## src/rtl/ftdi_pkg.sv

```systemverilog
// ftdi_pkg: shared types for the FTDI framebuffer loader.
// Bus FSM state encoding and the sync-flag bit position helper.
package ftdi_pkg;

    typedef enum logic [1:0] {
        IDLE,
        TURN,
        READ
    } bus_state_e;

    // The sync flag is the top bit of a packed word.
    function automatic int sync_bit(input int bytes_per_word);
        return bytes_per_word * 8 - 1;
    endfunction

endpackage

```

## src/rtl/ftdi_fb_loader_if.sv

```systemverilog
// ftdi_fb_loader_if: FT232H synchronous-FIFO pin bundle.
// master = FTDI chip side, slave = loader side.
interface ftdi_fb_loader_if;

    logic [7:0] data_in;
    logic       rxf_n;
    logic       txe_n;
    logic       rd_n;
    logic       wr_n;
    logic       oe_n;

    modport master (
        output data_in,
        output rxf_n,
        output txe_n,
        input  rd_n,
        input  wr_n,
        input  oe_n
    );

    modport slave (
        input  data_in,
        input  rxf_n,
        input  txe_n,
        output rd_n,
        output wr_n,
        output oe_n
    );

endinterface

```

## src/rtl/ftdi_sync_fifo_if.sv

```systemverilog
// ftdi_sync_fifo_if: OE/RD read handshake FSM for the FT232H.
// Emits one byte_valid pulse per byte taken from the FIFO.
module ftdi_sync_fifo_if
    import ftdi_pkg::*;
(
    input  logic       clk_60,
    input  logic       rst_n,
    input  logic       rxf_n,
    input  logic [7:0] data_in,
    output logic       rd_n,
    output logic       oe_n,
    output logic       byte_valid,
    output logic [7:0] byte_data
);

    bus_state_e state_q;
    bus_state_e state_d;

    // State register with synchronous active-low reset.
    always_ff @(posedge clk_60) begin
        if (!rst_n) begin
            state_q <= IDLE;
        end else begin
            state_q <= state_d;
        end
    end

    // Next state: every READ entry goes through a TURN cycle.
    always_comb begin
        state_d = state_q;
        unique case (state_q)
            IDLE:    if (!rxf_n) state_d = TURN;
            TURN:    state_d = rxf_n ? IDLE : READ;
            READ:    if (rxf_n) state_d = IDLE;
            default: state_d = IDLE;
        endcase
    end

    assign oe_n       = (state_q == IDLE);
    assign rd_n       = (state_q != READ) | rxf_n;
    assign byte_valid = !rd_n && !rxf_n;
    assign byte_data  = data_in;

endmodule

```

## src/rtl/ftdi_fb_loader.sv

```systemverilog
// ftdi_fb_loader: packs FTDI bytes into pixel words and writes them
// to sequential framebuffer addresses with deferred buffer swaps.
module ftdi_fb_loader
    import ftdi_pkg::*;
#(
    parameter int DATA_W         = 20,
    parameter int ADDR_W         = 14,
    parameter int FB_WORDS       = 16384,
    parameter int BYTES_PER_WORD = 3
) (
    input  logic              clk_60,
    input  logic              rst_n,
    ftdi_fb_loader_if.slave   bus,
    output logic [DATA_W-1:0] fb_wdata,
    output logic [ADDR_W-1:0] fb_waddr,
    output logic              fb_we,
    input  logic              frame_start,
    output logic              fb_sel,
    output logic              overflow
);

    localparam int WORD_W   = BYTES_PER_WORD * 8;
    localparam int SYNC_POS = sync_bit(BYTES_PER_WORD);
    localparam int BCNT_W   = (BYTES_PER_WORD > 1) ? $clog2(BYTES_PER_WORD) : 1;
    localparam logic [BCNT_W-1:0] BCNT_LAST = BCNT_W'(BYTES_PER_WORD - 1);
    localparam logic [ADDR_W:0]   ADDR_LIM  = (ADDR_W + 1)'(FB_WORDS);

    logic       byte_valid;
    logic [7:0] byte_data;
    logic       unused_txe;

    logic [BCNT_W-1:0] bcnt_q, bcnt_d;
    logic [WORD_W-1:0] word_q, word_d;
    logic [ADDR_W:0]   addr_q, addr_d;
    logic              pend_q, pend_d;
    logic              sel_q, sel_d;
    logic              ovf_q, ovf_d;
    logic              we_q, we_d;
    logic [DATA_W-1:0] wdata_q, wdata_d;
    logic [ADDR_W-1:0] waddr_q, waddr_d;
    logic              sync_done;

    assign unused_txe = bus.txe_n;
    assign bus.wr_n   = 1'b1;

    ftdi_sync_fifo_if u_bus (
        .clk_60     (clk_60),
        .rst_n      (rst_n),
        .rxf_n      (bus.rxf_n),
        .data_in    (bus.data_in),
        .rd_n       (bus.rd_n),
        .oe_n       (bus.oe_n),
        .byte_valid (byte_valid),
        .byte_data  (byte_data)
    );

    // Packer, address counter and swap bookkeeping registers.
    always_ff @(posedge clk_60) begin
        if (!rst_n) begin
            bcnt_q  <= '0;
            word_q  <= '0;
            addr_q  <= '0;
            pend_q  <= 1'b0;
            sel_q   <= 1'b0;
            ovf_q   <= 1'b0;
            we_q    <= 1'b0;
            wdata_q <= '0;
            waddr_q <= '0;
        end else begin
            bcnt_q  <= bcnt_d;
            word_q  <= word_d;
            addr_q  <= addr_d;
            pend_q  <= pend_d;
            sel_q   <= sel_d;
            ovf_q   <= ovf_d;
            we_q    <= we_d;
            wdata_q <= wdata_d;
            waddr_q <= waddr_d;
        end
    end

    // Byte insertion, word dispatch and deferred buffer swap.
    always_comb begin
        bcnt_d    = bcnt_q;
        word_d    = word_q;
        addr_d    = addr_q;
        pend_d    = pend_q;
        sel_d     = sel_q;
        ovf_d     = ovf_q;
        we_d      = 1'b0;
        wdata_d   = wdata_q;
        waddr_d   = waddr_q;
        sync_done = 1'b0;
        if (byte_valid) begin
            for (int n = 0; n < BYTES_PER_WORD; n++) begin
                if (bcnt_q == BCNT_W'(n)) word_d[n*8 +: 8] = byte_data;
            end
            if (bcnt_q == BCNT_LAST) begin
                bcnt_d = '0;
                if (word_d[SYNC_POS]) begin
                    addr_d    = '0;
                    pend_d    = 1'b1;
                    sync_done = 1'b1;
                end else if (addr_q < ADDR_LIM) begin
                    we_d    = 1'b1;
                    wdata_d = word_d[DATA_W-1:0];
                    waddr_d = addr_q[ADDR_W-1:0];
                    addr_d  = addr_q + (ADDR_W + 1)'(1);
                end else begin
                    ovf_d = 1'b1;
                end
            end else begin
                bcnt_d = bcnt_q + BCNT_W'(1);
            end
        end
        // A sync landing on the frame edge waits for the next frame.
        if (frame_start && pend_q && !sync_done) begin
            sel_d  = ~sel_q;
            pend_d = 1'b0;
        end
    end

    assign fb_we    = we_q;
    assign fb_wdata = wdata_q;
    assign fb_waddr = waddr_q;
    assign fb_sel   = sel_q;
    assign overflow = ovf_q;

endmodule

```

## src/flat_wrapper.sv

```systemverilog
// flat-port wrapper written by rule: the top's interface ports become plain ports
module ftdi_fb_loader_flat import ftdi_pkg::*;
#(
    parameter int DATA_W         = 20,
    parameter int ADDR_W         = 14,
    parameter int FB_WORDS       = 16384,
    parameter int BYTES_PER_WORD = 3
)
  (clk_60, rst_n, fb_wdata, fb_waddr, fb_we, frame_start, fb_sel, overflow, bus_data_in, bus_rxf_n, bus_txe_n, bus_rd_n, bus_wr_n, bus_oe_n);
  ftdi_fb_loader_if bus_i ();
  input  logic clk_60;
  input  logic rst_n;
  output logic [DATA_W-1:0] fb_wdata;
  output logic [ADDR_W-1:0] fb_waddr;
  output logic fb_we;
  input  logic frame_start;
  output logic fb_sel;
  output logic overflow;
  input wire logic [$bits(bus_i.data_in)-1:0] bus_data_in;
  input wire logic [$bits(bus_i.rxf_n)-1:0] bus_rxf_n;
  input wire logic [$bits(bus_i.txe_n)-1:0] bus_txe_n;
  output wire logic [$bits(bus_i.rd_n)-1:0] bus_rd_n;
  output wire logic [$bits(bus_i.wr_n)-1:0] bus_wr_n;
  output wire logic [$bits(bus_i.oe_n)-1:0] bus_oe_n;
  assign bus_i.data_in = bus_data_in;
  assign bus_i.rxf_n = bus_rxf_n;
  assign bus_i.txe_n = bus_txe_n;
  assign bus_rd_n = bus_i.rd_n;
  assign bus_wr_n = bus_i.wr_n;
  assign bus_oe_n = bus_i.oe_n;
  ftdi_fb_loader #(.DATA_W(DATA_W), .ADDR_W(ADDR_W), .FB_WORDS(FB_WORDS), .BYTES_PER_WORD(BYTES_PER_WORD)) u_core (.clk_60(clk_60), .rst_n(rst_n), .bus(bus_i), .fb_wdata(fb_wdata), .fb_waddr(fb_waddr), .fb_we(fb_we), .frame_start(frame_start), .fb_sel(fb_sel), .overflow(overflow));
endmodule
```

## config.mk

```make
export PLATFORM = sky130hd
export DESIGN_NAME = ftdi_fb_loader_flat
export DESIGN_NICKNAME = d
export VERILOG_FILES = /design/src/rtl/ftdi_pkg.sv /design/src/rtl/ftdi_fb_loader_if.sv /design/src/rtl/ftdi_sync_fifo_if.sv /design/src/rtl/ftdi_fb_loader.sv /design/src/flat_wrapper.sv
export SDC_FILE = /design/constraint.sdc
export NUM_CORES = 1
export LEC_CHECK = 0
export CAP_MARGIN = 20
export CORE_MARGIN = 10
export CORE_UTILIZATION = 47
export DETAILED_ROUTE_END_ITERATION = 12
export GPL_TIMING_DRIVEN = 0
export PLACE_DENSITY = 0.75
export RECOVER_POWER = 50
export SLEW_MARGIN = 30
export SYNTH_ARGS = -nofsm -noshare
export SYNTH_HDL_FRONTEND = slang
export SYNTH_SLANG_ARGS = --single-unit
```

## constraint.sdc

```tcl
create_clock -name clk_60 -period 1.9 [get_ports clk_60]
set_clock_uncertainty 0.05 [all_clocks]
set_input_delay 0.475 -clock clk_60 [delete_from_list [all_inputs] [get_ports clk_60]]
set_output_delay 0.475 -clock clk_60 [all_outputs]
set_load 0.01 [all_outputs]
```

# Word-level counts from Yosys, hierarchy flattened
# Cells that the tools add are included.
# word_totals
regBits,78
inputBits,13
wordCells,58
# op_classes
n_mux,15
add_sub_neg,2
eq_ne,7
n_reduce_logical,16
order_cmp,1
bitwise_logic,7
# op_table
operator,n
$mux W8,4
$mux W15,2
$add A15 B1 Y15 const B,1
$lt A15 B15 Y1 const B,1
$mux W2,4
$reduce_and A4 Y1,2
$ne A2 B2 Y1 const B,3
$not A1 Y1,6
$pmux W2 S3,1
$reduce_and A3 Y1,2
$eq A2 B1 Y1 const B,2
$eq A2 B2 Y1 const B,2
$logic_not A2 Y1,2
$mux W1,4
$reduce_or A4 Y1,1
$logic_and A1 B1 Y1,3
$logic_not A1 Y1,3
$add A2 B1 Y2 const B,1
$reduce_and A2 Y1,1
$reduce_bool A2 Y1,1
$reduce_or A2 Y1,1
$or A1 B1 Y1,1

# Depth between registers and ports, before layout
# Gate-level depths: netlist of the first run.
# depth
word_depth,11
mapped_depth,7
mapped_depth_nobuf,5

# Modules after synthesis
# From an unflattened synthesis of the first run, not the netlist that was laid out.
# unflattened
hier_cells,356
area_unflattened_um2,3069.2
# modules_own_cells
mod,cells_per_inst,instances,area_per_inst_um2
ftdi_fb_loader,339,1,2929.1
ftdi_sync_fifo_if,17,1,140.1

# Least setup slack after synthesis of the first run
# OpenSTA, ideal clock, no wires.
# synth_timing
path_kind,input to register
startpoint,in bus_data_in[7]
endpoint,reg u_core.addr_q[14]
path_buffers,2
t_arrival_ns,1.744
path_slack_ns,0.046
setup_ns,0.060
stages,6
path_cell_list,clkbuf_1 -> or4_1 -> buf_2 -> clkinv_2 -> and3_1 -> a32o_1
# synth_between
elab_chain_cells,4
# synth_rtl
element,line,source
from (decl),flat_wrapper.sv:19,input wire logic [$bits(bus_i.data_in)-1:0] bus_data_in;
$mux W8 *,ftdi_fb_loader.sv:96,if (bcnt_q == BCNT_W'(n)) word_d[n*8 +: 8] = byte_data;
$mux W8 *,ftdi_fb_loader.sv:94,if (byte_valid) begin
$reduce_bool A2 Y1 (no source line),--,
$reduce_and A3 Y1 (no source line),--,
to (signal assigned),ftdi_fb_loader.sv:72,addr_q <= addr_d;
to (decl),ftdi_fb_loader.sv:34,"logic [ADDR_W:0] addr_q, addr_d;"
# Every way passes the cells marked *; elsewhere a longest branch is shown, timed or not. The select of a mux whose other input is x is not followed.
# A chain may end at the register's enable or synchronous reset.

# Worst setup path in the final report of the first run
# layout_timing
startpoint,in bus_rxf_n
endpoint,out bus_rd_n
# layout_between
elab_chain_cells,1
# layout_rtl
element,line,source
from (decl),flat_wrapper.sv:20,input wire logic [$bits(bus_i.rxf_n)-1:0] bus_rxf_n;
$or A1 B1 Y1,ftdi_sync_fifo_if.sv:40,assign rd_n = (state_q != READ) | rxf_n;
to (decl),flat_wrapper.sv:22,output wire logic [$bits(bus_i.rd_n)-1:0] bus_rd_n;
# Every way passes these cells.

==> metrics.csv, run 1 <==
stage;metric;value;unit
layout;fin nets;436;
worst_setup_path;CP startpoint;bus_rxf_n;
floorplan;Die H;102;um
clock_tree;clock sinks;73;
layout;fin cells;503;
layout;post-route cell area;4020;um2
power_and_ir_drop;Pwr Density;769;nW/um2
logic_synthesis;Post-synth EDFFs;0;
worst_setup_path;worst setup path class;in -> out;
logic_synthesis;asr flop ratio synth;0;
timing;fmax;542;MHz
logic_synthesis;Synth Cell Area;3130;um2
floorplan;die width;102;um
clock_tree;clk buf depth;2;
route;Routed WL;7700;um
floorplan;initial cell density of the core;0.487;
hold_path;Hold WC Path Type;reg -> reg;
placement;Placement Setup Slack;-0.705;ns
logic_synthesis;area share of the largest cell type after synthesis;0.468;
route;via count;2706;
global_route;initial antenna violation count;0;
floorplan;area of the die;10300;um2
global_route;vias in the first global route;2615;
placement;post-DP HPWL;5440;um
placement;Inst Count DP;484;
logic_synthesis;Seq/Total Area, Yosys;0.468;
timing;hold slack;0.398;ns
timing;final setup violation count;0;
worst_setup_path;data arrival time of the critical path;1.32;ns
route;DRC errors left;0;
worst_setup_path;WP data required;1.37;ns
logic_synthesis;yosys warns;0;
logic_synthesis;Yosys top cell by area;dfxtp_1;
worst_setup_path;CP Launch Type;input pin;
worst_setup_path;slowest stage delay, CP;0.27;ns
worst_setup_path;critical path endpoint;bus_rd_n;
timing;PnR worst setup slack;0.0546;ns
route;remaining antenna violation count;0;
route;Initial DRC Count;106;
clock_tree;Worst-path clk slew;0.07;ns
floorplan;Core Region;6420;um2
logic_synthesis;Synth Area per Inst;8.73;um2
logic_synthesis;Commonest cells post-synth;nand2_1 (97), dfxtp_1 (73), a21boi_1 (20);
worst_setup_path;crit end category;primary output;
timing;Max Slew Vio Count;0;
flow_run;max_cap viols;0;
layout;Diodes inserted;0;
timing;Final Hold Vio Count;0;
global_route;first-pass GRT wire length;12700;um
global_route;largest net degree at the start of global routing;13;
power_and_ir_drop;LEAKAGE;1.66;nW
worst_setup_path;Worst R2R Path Depth;7;
layout;area grow syn2layout;28.7;%
clock_tree;CTS tree;done;
logic_synthesis;top post-synthesis cells by area;dfxtp_1 (47%), nand2_1 (12%), o211a_1 (5.4%);
logic_synthesis;Gate Count Post-Synth;358;
placement;IO buf count;49;
worst_setup_path;reg2reg setup slack;0.08;ns
logic_synthesis;#FFs+latches synth;73;
worst_setup_path;Crit Path Max Fanout;9;
logic_synthesis;syn nets;372;
worst_setup_path;CP Cell Sequence;dlygate4sd2_1 > nor3b_4 > inv_2 > buf_6 > buf_2;
placement;RD Place Congestion;0.878;
worst_setup_path;worst reg2reg startpoint;u_core.bcnt_q[0]$_SDFFE_PN0P_;
power_and_ir_drop;Peak VDD IR;0.564;mV
worst_setup_path;Critical Path Slowest Stage Cell;dlygate4sd2_1;
worst_setup_path;Worst R2R End;u_core.addr_q[14]$_SDFFE_PN0P_;
route;Pre-antenna DRT Iters;4;
run_status;status;finished, final reports clean;
timing;Slew HR;0.611;
global_route;grt total ovfl;0;
placement;post-place instance area;3710;um2
logic_synthesis;Cell variety after synth;44;
layout;share of cells above drive strength 1;0.110;
floorplan;Rows;29;
logic_synthesis;Main synth FF type;dfxtp_1;
timing;Period minus WS final;1.85;ns
floorplan;I/O Pins;53;
logic_synthesis;top-count cell post-synth;nand2_1;
timing;Worst-Margin Slew;0.583;ns
clock_tree;CTS buffer count;9;
route;Routed WL per cell;15.3;um
layout;fillers;561;
clock_tree;H-tree Lvls;3;
route;vias per cell;5.38;
clock_tree;Clock Tree Root;clkbuf_8;
timing;Final Cycle Share;0.971;
global_route;Overall Global Routing Usage;0.154;
clock_tree;Clock Latency Late Sink;0.36;ns
[placed cells by master, fill, tap and decap left out, types with 6 or more instances in the layout]
master            n
nand2_1          97
dfxtp_1          69
clkdlybuf4s50_1  28
a21boi_1         19
a21boi_0         18
o211a_1          17
dlygate4sd3_1    17
nand3_1          13
clkbuf_1         12
o21ai_0          11
mux2i_1           9
clkbuf_8          9
nor2_1            8
buf_4             8
a22o_1            6
[how the worst min path moves through the flow]
stage | startpoint | slack [ns] | cells after the start | to
after floorplan | u_core.word_q[3]$_SDFFE_PN0P_ | 0.38 | 2 | u_core.word_q[3]$_SDFFE_PN0P_
after global placement | u_core.word_q[3]$_SDFFE_PN0P_ | 0.39 | 2 | u_core.word_q[3]$_SDFFE_PN0P_
after detailed placement | u_core.fb_waddr[9]$_SDFFE_PN0P_ | 0.39 | 2 | u_core.fb_waddr[9]$_SDFFE_PN0P_
after CTS | u_core.fb_wdata[19]$_SDFFE_PN0P_ | 0.40 | 2 | u_core.fb_wdata[19]$_SDFFE_PN0P_
after global routing | u_core.fb_waddr[8]$_SDFFE_PN0P_ | 0.43 | 2 | u_core.fb_waddr[8]$_SDFFE_PN0P_
final | u_core.fb_waddr[9]$_SDFFE_PN0P_ | 0.40 | 2 | u_core.fb_waddr[9]$_SDFFE_PN0P_
[through the flow]
stage	TNS, ns	util	power, mW
floorplan	0	-	1.63
global placement	-36.44	0.578	1.69
detailed placement	-38.32	0.578	1.69
CTS	0	0.617	3.11
global route	-0.00216	0.627	3.19
finish	0	0.627	3.10
[layer usage]
metal | vias up | track usage | wire, um
met4 | 0 | 0.0825 | 193
met1 | 1236 | 0.184 | 3180
li1 | 1370 | - | -
met5 | - | 0 | 0
met2 | 83 | 0.244 | 3750
met3 | 17 | 0.0456 | 583
[kinds of logic after synthesis]
| group | after synthesis | synth area share |
|---|---|---|
| simple gates | 152 | 0.224 |
| xor+xnor | 4 | 0.0112 |
| other cells | 1 | 0.00120 |
| flops | 73 | 0.468 |
| buf+inv | 29 | 0.0428 |
| compound gates | 89 | 0.221 |
| fa+ha+maj | 1 | 0.00400 |
| mux | 9 | 0.0288 |
[report_power, final]
part | internal [mW] | switching (mW) | leakage (nW)
Sequential | 1.53 | 0.00546 | 0.590
Clock | 0.860 | 0.583 | 0.115
Combinational | 0.0502 | 0.0648 | 0.952
[sequential cells by signal (all words and copies together) (netlist names)]
signal	count
u_core.addr_q	15
u_core.bcnt_q	2
u_core.fb_sel	1
u_core.fb_waddr	14
u_core.fb_wdata	20
u_core.fb_we	1
u_core.overflow	1
u_core.pend_q	1
u_core.u_bus.state_q	2
u_core.word_q	16
[worst max-delay path: cells and delay by family]
family	cells	cell delay, ns
buffers and inverters	4	0.63
AND/OR/NAND/NOR	1	0.21
[layout make-up]
class / count / area, um2 / area share
timing repair buffer: 53 / 509 / 0.127
clock buffer: 9 / 124 / 0.0308
sequential: 73 / 1470 / 0.365
tap: 77 / 96.3 / 0.0239
multi-input combinational: 256 / 1550 / 0.386
clock inverter: 6 / 108 / 0.0267
buffer: 25 / 144 / 0.0358
inverter: 4 / 20.0 / 0.00498
[timing repair]
item                       4_1_cts  5_1_grt
hold buffers                     0        0
hold endpoints to repair         0        0
resized for setup               14       20
pin swaps                        1        2
gates cloned                     0        1
setup buffers                    1        2
setup endpoints to repair       60       53
(Power assumes the default switching activity.)
==> run 2, diff against run 1 <==
Settings changed: CAP_MARGIN 20 to 30, CTS_CLUSTER_SIZE set to 25.
==> results of run 2 <==
Final layout, timing and power as in run 1 (identical DEF).
==> run 3, diff against run 2 <==
Settings changed: REMOVE_ABC_BUFFERS set to 1.
==> run 3 against run 2 <==
Compared with the run above: die area stayed put; via count up 2.7%; worst setup slack got worse by 0.035 ns; core utilization increased by 0.058 points.
==> metrics.csv, run 3 (synthesized netlist as in run 1, its figures left out) <==
stage;metric;value;unit
worst_setup_path;data arrival time of the critical path;2.12;ns
clock_tree;hold_buf cts;0;
floorplan;area of the die;10300;um2
power_and_ir_drop;Peak VDD IR;0.457;mV
worst_setup_path;reg2reg setup slack;0.07;ns
clock_tree;clock sinks;73;
route;vias per cell;5.61;
power_and_ir_drop;LEAKAGE;1.59;nW
floorplan;die width;102;um
clock_tree;CTS tree;done;
worst_setup_path;Crit Path Max Fanout;8;
route;Pre-antenna DRT Iters;4;
timing;Slew HR;0.519;
worst_setup_path;Critical Path Slowest Stage Cell;or4_4;
route;Routed WL per cell;15.7;um
hold_path;Hold WC Path Type;in -> reg;
route;via count;2778;
layout;most frequent cells in the layout;nand2_1 (97), dfxtp_1 (70), clkdlybuf4s50_1 (45);
placement;post-DP HPWL;4840;um
worst_setup_path;slowest stage delay, CP;0.61;ns
layout;most common cell after layout, fill and taps aside;nand2_1;
timing;Final Hold Vio Count;0;
worst_setup_path;critical path endpoint;u_core.addr_q[8]$_SDFFE_PN0P_;
route;Routed WL;7790;um
floorplan;Rows;29;
worst_setup_path;WP data required;2.14;ns
worst_setup_path;Worst R2R End;u_core.addr_q[8]$_SDFFE_PN0P_;
layout;Diodes inserted;0;
clock_tree;Worst-path clk slew;0.07;ns
global_route;met3 Track Usage GR;0.0585;
placement;IO buf count;50;
timing;fmax;532;MHz
global_route;met1 Use GR;0.164;
worst_setup_path;worst reg2reg startpoint;u_core.u_bus.state_q[1]$_SDFFE_PN0P_;
timing;Worst-Margin Slew;0.719;ns
timing;Period minus WS final;1.88;ns
route;DRC errors left;0;
timing;Max Slew Vio Count;0;
floorplan;Core Region;6420;um2
global_route;largest net degree at the start of global routing;41;
power_and_ir_drop;Pwr Density;674;nW/um2
floorplan;I/O Pins;53;
global_route;met2 usage;0.258;
layout;max reg flops;20;
timing;Final Cycle Share;0.990;
clock_tree;Clock Latency Late Sink;0.34;ns
worst_setup_path;CP Cell Sequence;dlygate4sd2_1 > nor3b_4 > inv_2 > or4_4 > a31oi_1 > o221a_1;
floorplan;Die H;102;um
timing;hold slack;0.394;ns
clock_tree;CTS buffer count;9;
hold_path;min-delay src;rst_n;
placement;Inst Count DP;465;
hold_path;hold path depth;2;
layout;area grow syn2layout;28.9;%
worst_setup_path;worst setup path class;in -> reg;
flow_run;max_cap viols;0;
placement;RD Place Congestion;0.889;
clock_tree;H-tree Lvls;3;
layout;fin nets;429;
global_route;initial antenna violation count;0;
power_and_ir_drop;total power;2.71;mW
route;remaining antenna violation count;0;
global_route;gr busiest metal;met2;
placement;Placement Setup Slack;-1.00;ns
timing;PnR worst setup slack;0.0196;ns
global_route;Overall Global Routing Usage;0.150;
layout;fin cells;495;
clock_tree;clk buf depth;2;
route;Initial DRC Count;144;
worst_setup_path;CP startpoint;bus_rxf_n;
worst_setup_path;CP Launch Type;input pin;
worst_setup_path;crit end category;flop;
layout;share of cells above drive strength 1;0.120;
global_route;first-pass GRT wire length;12600;um
global_route;grt total ovfl;0;
timing;final setup violation count;0;
run_status;status;finished, final reports clean;
worst_setup_path;Worst R2R Path Depth;5;
floorplan;initial cell density of the core;0.487;
global_route;vias in the first global route;2721;
clock_tree;Clock Tree Root;clkbuf_8;
run 3: cell count changes in the layout (fill, tap and decap cells not counted), sizes merged:
cell | previous run | this run
or4 | 2 | 4
clkdlybuf4s50 | 28 | 45
clkbuf | 23 | 16
dlymetal6s2s | 0 | 1
buf | 16 | 20
clkinv | 3 | 1
clkinvlp | 1 | 0
dlygate4sd3 | 17 | 0
dlygate4sd2 | 3 | 1
bufinv | 3 | 0
run 3: how the worst min path moves through the flow:
| stage | to | slack, ns |
|---|---|---|
| CTS | u_core.fb_waddr[12]$_SDFFE_PN0P_ | 0.40 |
| finish | u_core.fb_wdata[8]$_SDFFE_PN0P_ | 0.39 |
| global route | u_core.addr_q[4]$_SDFFE_PN0P_ | 0.41 |
| detailed placement | u_core.fb_waddr[12]$_SDFFE_PN0P_ | 0.39 |
| floorplan | u_core.word_q[3]$_SDFFE_PN0P_ | 0.38 |
| global placement | u_core.word_q[3]$_SDFFE_PN0P_ | 0.39 |
run 3: timing repair:
item / CTS / global route
cloned: 2 / 1
setup buffers: 11 / 2
setup endpoints to repair: 61 / 50
pin swaps: 3 / 4
gates resized for setup: 21 / 8
run 3: critical path: cells and delay by family:
kind / cells / cell delay (ns)
buf+inv: 2 / 0.41
compound gates: 2 / 0.39
simple gates: 2 / 0.84
run 3: routing by layer:
layer / part of all wire / vias to the layer above
li1: - / 1355
met1: 0.41 / 1316
met2: 0.50 / 90
met3: 0.076 / 17
met4: 0.016 / 0
met5: 0 / -
run 3: stage by stage:
stage / cell area (um2) / TNS (ns) / util
after floorplan: 3010 / -23.81 / -
after global placement: 3600 / -106.09 / 0.561
after detailed placement: 3660 / -39.12 / 0.569
after CTS: 3970 / 0 / 0.618
after global routing: 4030 / -0.0551 / 0.627
final: 4030 / 0 / 0.627
run 3: cell type report:
type / count / area, um2
inverters: 4 / 16.3
well taps: 77 / 96.3
repair buffers: 69 / 677
fillers: 538 / 2390
flip-flops and latches: 73 / 1470
clock buffers: 14 / 163
multi-input cells: 258 / 1610
run 3: report_power, final:
part	internal [mW]	switching, mW	total (mW)
combinational	0.0578	0.0611	0.119
clock	0.533	0.522	1.06
sequential	1.53	0.00642	1.54
